<file path="src/rtl/gecko_multicycle_shifter.sv">
// Iterative shift/rotate unit: strided amount, up to 2^MAX_STEP_LOG2 bits moved per cycle.
// Latency: max(k,1) cycles from accept to out_valid, where k is the step count.
// Backpressure: result holds while out_valid && !out_ready; in_ready is low until it is consumed.
// Ports: clk/rst_n; in_valid/in_ready/in_value/in_shift/in_stride/in_shift_type/in_rotate command stream;
//        out_valid/out_ready/out_value result stream; busy = engine not idle.
module gecko_multicycle_shifter #(
    parameter int DATA_WIDTH    = 32,
    parameter int MAX_STEP_LOG2 = 2,
    parameter int ENABLE_ROTATE = 1,
    localparam int SHIFT_WIDTH  = $clog2(DATA_WIDTH)
) (
    input  logic                   clk,
    input  logic                   rst_n,
    input  logic                   in_valid,
    output logic                   in_ready,
    input  logic [DATA_WIDTH-1:0]  in_value,
    input  logic [SHIFT_WIDTH-1:0] in_shift,
    input  logic [2:0]             in_stride,
    input  logic [1:0]             in_shift_type,
    input  logic                   in_rotate,
    output logic                   out_valid,
    input  logic                   out_ready,
    output logic [DATA_WIDTH-1:0]  out_value,
    output logic                   busy
);

    localparam logic [SHIFT_WIDTH-1:0] MAX_STEP = SHIFT_WIDTH'(1) << MAX_STEP_LOG2;
    localparam logic [DATA_WIDTH-1:0]  ALL_ONES = {DATA_WIDTH{1'b1}};

    typedef enum logic [1:0] {IDLE, SHIFT, DONE} state_t;

    state_t                 state;
    logic [DATA_WIDTH-1:0]  work;
    logic [SHIFT_WIDTH-1:0] remaining;
    logic                   rot_q, right_q, arith_q, sign_q;

    logic                   accept;
    logic [2:0]             stride_eff;
    logic [SHIFT_WIDTH-1:0] amt;
    logic                   cap_rot, cap_right, cap_arith;

    logic [DATA_WIDTH-1:0]  src_val;
    logic [SHIFT_WIDTH-1:0] src_rem;
    logic                   src_rot, src_right, src_arith, src_sign;
    logic [SHIFT_WIDTH-1:0] step;
    logic [SHIFT_WIDTH-1:0] next_rem;
    logic [DATA_WIDTH-1:0]  stepped;

    assign in_ready  = (state == IDLE) || ((state == DONE) && out_ready);
    assign accept    = in_valid && in_ready;
    assign out_value = work;

    // Stride codes that would shift the whole amount out of range fall back to stride 1.
    assign stride_eff = (32'(in_stride) >= SHIFT_WIDTH) ? 3'd0 : in_stride;
    assign amt        = in_shift << stride_eff;

    assign cap_rot   = (ENABLE_ROTATE != 0) && in_rotate;
    assign cap_right = (in_shift_type == 2'd1) || (in_shift_type == 2'd2);
    assign cap_arith = (in_shift_type == 2'd2) && !cap_rot;

    // The first step is taken in the accept cycle itself, so a k-step operation
    // presents its result k cycles after accept (1 cycle when no shift is needed).
    assign src_val   = accept ? in_value : work;
    assign src_rem   = accept ? amt : remaining;
    assign src_rot   = accept ? cap_rot : rot_q;
    assign src_right = accept ? cap_right : right_q;
    assign src_arith = accept ? cap_arith : arith_q;
    assign src_sign  = accept ? in_value[DATA_WIDTH-1] : sign_q;

    // Largest power of two not exceeding min(remaining, MAX_STEP); zero when nothing is left.
    always_comb begin
        step = '0;
        if (src_rem >= MAX_STEP) begin
            step = MAX_STEP;
        end else begin
            for (int i = 0; i < SHIFT_WIDTH; i++) begin
                if (src_rem[i]) step = SHIFT_WIDTH'(1) << i;
            end
        end
    end

    assign next_rem = src_rem - step;

    // Only MAX_STEP_LOG2+1 fixed-distance shifters are muxed, instead of a full barrel shifter.
    always_comb begin
        stepped = src_val;
        for (int j = 0; j <= MAX_STEP_LOG2; j++) begin
            if (step == (SHIFT_WIDTH'(1) << j)) begin
                if (src_rot) begin
                    if (src_right)
                        stepped = (src_val >> (1 << j)) | (src_val << (DATA_WIDTH - (1 << j)));
                    else
                        stepped = (src_val << (1 << j)) | (src_val >> (DATA_WIDTH - (1 << j)));
                end else if (src_right) begin
                    stepped = (src_val >> (1 << j))
                            | ((src_arith && src_sign) ? ~(ALL_ONES >> (1 << j)) : '0);
                end else begin
                    stepped = src_val << (1 << j);
                end
            end
        end
    end

    always_ff @(posedge clk or negedge rst_n) begin
        if (!rst_n) begin
            state     <= IDLE;
            work      <= '0;
            remaining <= '0;
            rot_q     <= 1'b0;
            right_q   <= 1'b0;
            arith_q   <= 1'b0;
            sign_q    <= 1'b0;
            out_valid <= 1'b0;
            busy      <= 1'b0;
        end else if (accept) begin
            work      <= stepped;
            remaining <= next_rem;
            rot_q     <= cap_rot;
            right_q   <= cap_right;
            arith_q   <= cap_arith;
            sign_q    <= in_value[DATA_WIDTH-1];
            busy      <= 1'b1;
            if (next_rem == '0) begin
                state     <= DONE;
                out_valid <= 1'b1;
            end else begin
                state     <= SHIFT;
                out_valid <= 1'b0;
            end
        end else begin
            case (state)
                SHIFT: begin
                    work      <= stepped;
                    remaining <= next_rem;
                    if (next_rem == '0) begin
                        state     <= DONE;
                        out_valid <= 1'b1;
                    end
                end
                DONE: begin
                    if (out_ready) begin
                        state     <= IDLE;
                        out_valid <= 1'b0;
                        busy      <= 1'b0;
                    end
                end
                default: begin
                    state     <= IDLE;
                    out_valid <= 1'b0;
                    busy      <= 1'b0;
                end
            endcase
        end
    end

endmodule

</file>
<file path="config.mk">
export PLATFORM = sky130hd
export DESIGN_NAME = gecko_multicycle_shifter
export DESIGN_NICKNAME = d
export VERILOG_FILES = /design/src/rtl/gecko_multicycle_shifter.sv
export SDC_FILE = /design/constraint.sdc
export NUM_CORES = 1
export LEC_CHECK = 0
export CAP_MARGIN = 15
export CORE_AREA = 2 2 128 105
export DETAILED_ROUTE_END_ITERATION = 12
export DIE_AREA = 0 0 130 107
export DONT_BUFFER_PORTS = 1
export SLEW_MARGIN = 20
export SYNTH_ARGS = -nofsm -noshare
export SYNTH_HDL_FRONTEND = slang
export SYNTH_SLANG_ARGS = --single-unit
</file>
<file path="constraint.sdc">
create_clock -name clk -period 3.3 [get_ports clk]
set_input_delay 0.495 -clock clk [delete_from_list [all_inputs] [get_ports clk]]
set_output_delay 0.495 -clock clk [all_outputs]
set_load 0.005 [all_outputs]
</file>
==> out/results.txt, run 1 <==
Setup repair after global routing left no endpoint under its margin. The tools report the H-tree depth as 2. The run gives 0.395 as the initial standard-cell utilization of the core.

The critical-path maximum fanout came out at 6. The kind of end point of the critical path is a register. TritonCTS built the clock tree. The fraction of the mapped netlist area in simple logic gates came out at 0.248. In this design, the largest share of critical-path delay is due to simple AND/OR/NAND/NOR gates. The largest family of logic cells by synthesized area is compound AO/OA/AOI/OAI gates. The tools report the total count of hold-check failures in the final report as 0. The tools report the kind of start point of the critical path as a register.

In the final routed layout, each cell accounts on average for 23.0 um. In the synthesized netlist, the number of instances is 684. The post-synthesis sequential area ratio is 0.220, and the die extent in x is 130 um. In this run, distinct cell masters in the synthesized netlist total 86. The tools report the number of global-route vias before repair as 5374.

The logs give 0 for the initial antenna violation count and 0 for the setup violation total in the final timing report. For the number of core rows, the log shows 37. The classification of the worst-slack hold path was in -> async.

The average cell area after synthesis works out to 7.31 um2. TritonCTS created 5 clock buffers. For the maximum vdd drop, the log shows 415 uV. Total die area: 13900 um2. Root buffer selected by CTS: sky130_fd_sc_hd__clkbuf_16.

After synthesis the netlist holds a flip-flop and latch count of 44. The final design utilization was 0.424; the HPWL after detailed placement was 13200 um. The count of buffers added on input and output ports is 0.

Pin placement for this block handled 82 I/O pins. Counting along the longest clock path gives a buffer depth of 2. The multiplexer share of the synthesized area is 0.0501. Fraction of layout instances using a drive strength above 1: 0.108. The run gives 0 as the post-CTS setup buffer count. The final critical-path required period works out to 3150 ps. Among all flip-flop cells after synthesis, the most frequent one is sky130_fd_sc_hd__dfrtp_1. The post-synthesis share of cell area spent on xor and xnor gates came out at 0.00526. The max-slew violation count is 0. The overall overflow remaining after global route is 0. The area inside the core boundary was 12600 um2; the net count after synthesis was 736. The number of nets at the end of the flow is 710. CTS saw 44 sinks.

The share of the clock period used by the worst path after layout is 0.955. The most frequent cell after synthesis is sky130_fd_sc_hd__nand2_1. Number of design rule violations left after detail routing: 0. The arithmetic-cell share of the synthesized area counting full adders, half adders and majority gates is 0.0163.

The number of warning messages in the yosys log is 0, and the share of flip-flops with an asynchronous set or reset is 1.00. Wires add up to 19200 um. Maximum cell stage delay along the critical path: 410 ps.

The routed layout has 5689 vias. The critical path goes through and2b_2, nand2_4, a221o_1, nor4bb_4, nand2_2, inv_2, ha_1, fa_2, nand2b_1, a31oi_1, o21a_1, o2111ai_2, and2_1. The clock-pin slew of the registers on the worst-case setup and hold paths is 70 ps. At the pin with the least slew margin, the transition time is 918 ps. The area share of the leading cell type in the synthesized netlist is 0.220, and the count of TritonRoute iterations in the first routing pass is 7. The cell area power density is 1170 nW/um2. In this run the cell area of the synthesized design comes to 5000 um2. The logs give 0 for the final antenna-violating net count and 3340 ps for the arrival time of the worst setup path. The finished cells cover 5350 um2. Ranked by instance count, the synthesized netlist is headed by 104 x sky130_fd_sc_hd__nand2_1, 60 x sky130_fd_sc_hd__a21oi_1, 52 x sky130_fd_sc_hd__o21ai_0.

The number of buffers and inverters on the critical path came out at 1. In the post-synthesis netlist, the biggest area contributors are sky130_fd_sc_hd__dfrtp_1 22%, sky130_fd_sc_hd__nand2_1 7.8%, sky130_fd_sc_hd__a21oi_1 6.0%, sky130_fd_sc_hd__o21ai_0 5.2%, sky130_fd_sc_hd__mux2i_1 3.8%. The biggest area contributor in the post-synthesis netlist is sky130_fd_sc_hd__dfrtp_1.

Entering global routing, the biggest net connects 67 pins. Total track usage: 0.277. On the critical path, the stage with the largest delay is an instance of sky130_fd_sc_hd__dfrtp_1. The count of flip-flops with a built-in enable after synthesis was 0. In the routed layout, each cell is associated on average with a via count of 6.82.

Relative to the synthesized area, the layout overhead comes to 7.14%. The number of design-rule violations left by the first detailed-router iteration is 682. Max-cap violations in this run came to 0. The analysis attributes to cell leakage a power of 0.00215 uW. The number of antenna diodes in the final layout is 0. For the source-to-sink clock delay at the later pin of the worst-skew pair, the log shows 300 ps.

Derived from the worst setup path, the maximum achievable clock frequency is 317 MHz. The synthesized-area fraction occupied by ao, oa, aoi and oai cells is 0.380. The relative slew slack was 0.385; the die height was 107 um. The critical path in this run is classified as reg -> reg. The required time of the critical path was 3490 ps; the cell area after placement was 5140 um2. The first global-routing pass estimated 30000 um of wire. For the final weighted congestion in routability-driven placement, the log shows 0.927. The run finished with clean final reports. The post-route clock skew is 7.74 ps.
==> per-layer routing <==
| layer | vias up | global-route usage | routed length [um] |
|---|---|---|---|
| met2 | 389 | 0.397 | 8170 |
| met3 | 52 | 0.0858 | 2330 |
| met1 | 2717 | 0.387 | 8180 |
| met4 | 0 | 0.102 | 536 |
| li1 | 2531 | - | - |
| met5 | - | 0 | 0 |
==> through the flow <==
stage | hold slack [ps] | TNS (ps) | worst slack [ps] | power, uW | instances
finish | 48.7 | 0 | 149 | 6240 | 834
global route | 62.3 | 0 | 7.47 | 6710 | 834
CTS | 59.8 | 0 | 168 | 6110 | 834
detailed placement | 201 | -26.0 | -26.0 | 5450 | 825
global placement | 203 | 0 | 193 | 5390 | 825
floorplan | 199 | 0 | 8.22 | 4310 | 684
==> repair_timing <==
action | CTS | global route
gates resized for setup | 0 | 2
hold buffers | 1 | 0
endpoints found under the setup margin | 0 | 2
hold endpoints to repair | 44 | 0
==> power by group <==
part	switching [uW]	total [uW]	internal [uW]
registers	403	1250	850
logic	2730	4380	1650
clock network	251	612	361
==> flip-flops by register name, summed over array words and instances, names as in the netlist <==
| signal | count |
|---|---|
| arith_q | 1 |
| sign_q | 1 |
| out_valid | 1 |
| busy | 1 |
| rot_q | 1 |
| right_q | 1 |
| state | 1 |
| out_value | 32 |
| remaining | 5 |
==> logic make-up after synthesis <==
logic type	count (synthesis)
AOI/OAI and AO/OA	276
buffers and inverters	81
xor gates and xnor gates	3
adders and majority gates	6
and+or+nand+nor	249
muxes	24
DFF	44
other	1
==> path summary, 6_finish.rpt <==
path | from | end | slack (ps) | cells past startpoint
worst max-delay path | state[0] | state[0] | 150 | 13
worst min-delay path | rst_n | out_value[9] | 50 | 1
worst max register to register | state[0] | state[0] | 150 | 13
worst min register to register | remaining[2] | remaining[2] | 490 | 2
max in group asynchronous | rst_n | rot_q | 3040 | 1
min in group clk | in_valid | busy | 460 | 2
==> layout make-up <==
class,count,area (um2)
Clock buffer,5,125
Clock inverter,3,46.3
Inverter,19,71.3
Multi-Input combinational cell,559,3550
Timing Repair Buffer,29,238
Tap cell,175,219
Sequential cell,44,1100
Fill cell,1268,7280
==> placed cells by master (no fill, tap or decap), types with 3 or more instances in the layout <==
cell type	synthesis	routed
sky130_fd_sc_hd__a21oi_1	60	60
sky130_fd_sc_hd__o41ai_2	4	4
sky130_fd_sc_hd__o21a_1	8	8
sky130_fd_sc_hd__and2_1	10	10
sky130_fd_sc_hd__a311oi_1	13	13
sky130_fd_sc_hd__inv_1	16	16
sky130_fd_sc_hd__o31ai_1	16	16
sky130_fd_sc_hd__o2111ai_1	5	4
sky130_fd_sc_hd__o211ai_1	10	10
sky130_fd_sc_hd__buf_4	12	28
sky130_fd_sc_hd__a41o_1	4	4
sky130_fd_sc_hd__nor2_1	28	28
sky130_fd_sc_hd__nand3b_1	5	5
sky130_fd_sc_hd__nor3b_1	6	6
sky130_fd_sc_hd__a31oi_1	18	18
sky130_fd_sc_hd__nor3_1	13	13
sky130_fd_sc_hd__a211oi_1	19	19
sky130_fd_sc_hd__o22ai_1	7	7
sky130_fd_sc_hd__mux2i_1	19	19
sky130_fd_sc_hd__o21ai_1	6	5
sky130_fd_sc_hd__dfrtp_1	44	44
sky130_fd_sc_hd__nand2_1	104	103
sky130_fd_sc_hd__clkbuf_16	0	5
sky130_fd_sc_hd__o21ai_0	52	52
sky130_fd_sc_hd__a21o_1	6	6
sky130_fd_sc_hd__nor2b_1	11	11
sky130_fd_sc_hd__a22oi_1	7	7
sky130_fd_sc_hd__mux2_2	4	4
sky130_fd_sc_hd__and3_1	5	5
sky130_fd_sc_hd__o221ai_1	3	3
sky130_fd_sc_hd__nand3_1	34	34
sky130_fd_sc_hd__a211o_1	3	3
sky130_fd_sc_hd__nand2b_1	12	12
sky130_fd_sc_hd__a31o_2	3	3
sky130_fd_sc_hd__ha_1	4	4
Power figures use the tool's default switching activity.
==> run 2, diff against run 1 <==
--- a/config.mk
+++ b/config.mk
@@ -6,10 +6,12 @@
 export NUM_CORES = 1
 export LEC_CHECK = 0
 export CAP_MARGIN = 15
-export CORE_AREA = 2 2 128 105
+export CORE_AREA = 2 2 110 91
 export DETAILED_ROUTE_END_ITERATION = 12
-export DIE_AREA = 0 0 130 107
+export DIE_AREA = 0 0 112 93
 export DONT_BUFFER_PORTS = 1
+export PLACE_DENSITY = 0.72
+export SKIP_CTS_REPAIR_TIMING = 1
 export SLEW_MARGIN = 20
 export SYNTH_ARGS = -nofsm -noshare
 export SYNTH_HDL_FRONTEND = slang
==> out/results.txt, run 2 (synthesis gave the netlist of run 1 again) <==
The number of buffers and inverters on the critical path works out to 1 (unchanged). The tools report the root buffer selected by CTS as sky130_fd_sc_hd__clkbuf_16. Number of cells in the design after placement: 776 (-5.9%). The run gives 0.533 (+0.138) as the initial standard-cell utilization of the core.

The tools report the overall overflow remaining after global route as 0 (unchanged). For the max-slew violation count, the log shows 0 (unchanged). Dominant delay contributor by cell family on the critical path: compound AO/OA/AOI/OAI gates. Boundary pin count: 82 (unchanged). Setup violation total in the final timing report: 0 (unchanged). Kind of end point of the critical path: a register. Final weighted congestion in routability-driven placement: 0.942 (+1.7%). The H-tree depth was 2 (unchanged); the final design utilization was 0.568 (+0.145).

The fill cell total of the finished layout is 874 (-31%). The number of buffers on the longest clock path was 2 (unchanged); the total track usage was 0.349 (+0.0723). The logs give 3490 ps (about the same) for the required time of the critical path and 9370 um2 (-26%) for the area inside the core boundary. For the number of design-rule violations left by the first detailed-router iteration, the log shows 959 (+41%).

The number of antenna repair diodes is 0 (unchanged). STA classifies the critical path startpoint as a register. Source-to-sink clock delay at the later pin of the worst-skew pair: 300 ps (about the same). The post-detailed-routing wire length came out at 18600 um (-3.2%). Arrival time of the worst setup path: 3270 ps (-70 ps). The run gives 3.66 ps (-4.07 ps) as the post-route clock skew. The summed negative setup slack over all endpoints came out at 0 ps (unchanged). The area added between synthesis and finish works out to 6.53%.

Relative slew slack: 0.437 (+0.0518). Setup repair after global routing left no endpoint under its margin. The tools report the maximum vdd drop as 524 uV (+26%).

For the number of maximum-capacitance violations, the log shows 0 (unchanged). The tools report the number of nets at the end of the flow as 717 (+0.99%). The slowest stage cell on the critical path is sky130_fd_sc_hd__a32oi_1.

Walking the worst path, the cells encountered are nor2b_2, a311oi_2, a32oi_1, nor4bb_4, nand2_2, inv_2, ha_1, fa_2, nand2b_1, a31oi_1, o21a_1, o2111ai_2, and2_1. The achievable frequency was 325 MHz (+2.4%). TritonCTS built the clock tree. The run finished with clean final reports. The die extent in x is 112 um (-14%), and the worst setup slack after layout is 224 ps (+74.5 ps). Flip-flop count of the largest register after layout: 32 (unchanged). The run gives 0.00219 uW (+1.4%) as the static leakage. The layer flagged by global routing as most heavily used is met2.

The final critical-path required period came out at 3080 ps (-74.5 ps). The met3 track utilization from global routing is 0.109 (+0.0231), and the fraction of layout instances using a drive strength above 1 is 0.116 (+0.00788). For the number of core rows, the log shows 32 (-14%). The maximum cell stage delay along the critical path was 440 ps (+30 ps); the die height was 93 um (-13%). Overall power consumption: 6270 uW (+0.50%). The tools report the routing usage on met2 as 0.504 (+0.106). The logs give 5367 (-0.13%) for the number of global-route vias before repair and 52 (-22%) for the maximum number of pins on one net before global-route repair. The worst reg2reg path depth is 13 (unchanged). The tools report the total count of hold-check failures in the final report as 0 (unchanged). The share of the clock period used by the worst path after layout works out to 0.932 (-0.0226). The count of TritonRoute iterations in the first routing pass came out at 8 (+1).

Worst setup slack before clock tree synthesis: 27.5 ps (+53.5 ps). The tightest min-delay check is of the in -> async type. The first-pass GRT wire length was 29100 um (-3.0%).

Endpoint of the worst-slack reg-to-reg timing path: state[0]. The clock-pin slew of the registers on the worst-case setup and hold paths was 70 ps (about the same); the final antenna-violating net count was 0 (unchanged). Cell area power density: 1180 nW/um2 (+1.1%).

The tools report the source of the worst register-to-register timing path as out_valid. The total vias in the final route is 5779 (+1.6%), and the HPWL after detailed placement is 12700 um (-3.5%). The most frequent standard cell in the layout excluding fill and tap cells was sky130_fd_sc_hd__nand2_1. The library cells used most frequently in the layout, excluding fill and tap cells, are 103 x sky130_fd_sc_hd__nand2_1, 60 x sky130_fd_sc_hd__a21oi_1, 52 x sky130_fd_sc_hd__o21ai_0, 44 x sky130_fd_sc_hd__dfrtp_1, 35 x sky130_fd_sc_hd__buf_4.

The number of buffers created by CTS was 5 (unchanged). The number of cells in the finished layout apart from fillers is 785 (-5.9%). The number of design rule violations left after detail routing is 0 (unchanged), and the met1 global-route usage is 0.494 (+0.106). The critical-path maximum fanout was 5 (-1); the worst reg-to-reg setup slack was 220 ps (+70 ps). The port buffer count works out to 0 (unchanged). The tools report the number of sinks on the clock net as 44 (unchanged).

The initial antenna violation count is 0 (unchanged). The type of the worst setup path was reg -> reg. The pin slew with the least headroom to its limit came out at 842 ps (-76.5 ps).

The via density per instance was 7.36 (+7.9%); the total die area was 10400 um2 (-25%). The routed length per placed instance is 23.7 um (+2.8%).
## run 2: cell count changes in the layout (fill, tap and decap cells not counted)
cell / delta
sky130_fd_sc_hd__buf_4: +7
sky130_fd_sc_hd__a32oi_1: +1
sky130_fd_sc_hd__a32oi_2: -1
sky130_fd_sc_hd__nand2_2: +1
sky130_fd_sc_hd__nand2_4: -1
## run 2: area by class of cell
class	instances	area, um2	share of cell area
repair buffers	36	290	0.0545
flip-flops and latches	44	1100	0.207
inverters	19	71.3	0.0134
clock inverters	3	46.3	0.00870
well taps	119	149	0.0280
multi-input cells	559	3540	0.665
clock buffers	5	125	0.0235
## run 2: power breakdown
part	switching [uW]	total, uW	leakage [uW]	internal, uW
Clock	243	603	0.0000804	361
Combinational	2750	4420	0.00158	1680
Sequential	397	1250	0.000527	850
Total	3390	6270	0.00219	2890
## run 2: worst reg2reg max path: stages, from the launching register on
cell	delay (ps)
sky130_fd_sc_hd__dfrtp_1	420
sky130_fd_sc_hd__nor2b_2	280
sky130_fd_sc_hd__a311oi_2	80
sky130_fd_sc_hd__a32oi_1	440
sky130_fd_sc_hd__nor4bb_4	110
sky130_fd_sc_hd__nand2_2	110
sky130_fd_sc_hd__inv_2	40
sky130_fd_sc_hd__ha_1	220
sky130_fd_sc_hd__fa_2	400
sky130_fd_sc_hd__nand2b_1	180
sky130_fd_sc_hd__a31oi_1	160
sky130_fd_sc_hd__o21a_1	160
sky130_fd_sc_hd__o2111ai_2	170
sky130_fd_sc_hd__and2_1	200
## run 2: per-layer routing
layer	share of wire	vias up
met4	0.027	0
met3	0.14	58
met5	0	-
met2	0.42	494
met1	0.41	2680
li1	-	2547
## run 2: worst max-delay path by stage
stage	start	to	cells past startpoint	slack (ps)
finish	out_valid	state[0]	13	220
floorplan	in_stride[0]	state[0]	16	8
CTS	state[0]	state[0]	13	240
detailed placement	in_stride[0]	state[0]	13	30
global placement	in_stride[0]	state[0]	13	170
global route	out_valid	state[0]	13	20
## run 2: per-stage QoR
stage                     hold WS [ps]  instance area, um2
after floorplan                    199                5000
after global placement             201                5120
after detailed placement           201                5120
after CTS                         -118                5290
after global routing              51.9                5320
final                             41.8                5320
==> run 3, diff against run 2 <==
--- a/config.mk
+++ b/config.mk
@@ -12,6 +12,7 @@
 export DONT_BUFFER_PORTS = 1
 export PLACE_DENSITY = 0.72
 export SKIP_CTS_REPAIR_TIMING = 1
+export SKIP_LAST_GASP = 1
 export SLEW_MARGIN = 20
 export SYNTH_ARGS = -nofsm -noshare
 export SYNTH_HDL_FRONTEND = slang
==> results of run 3 <==
No change in the layout: final DEF, timing and power equal those of run 2.
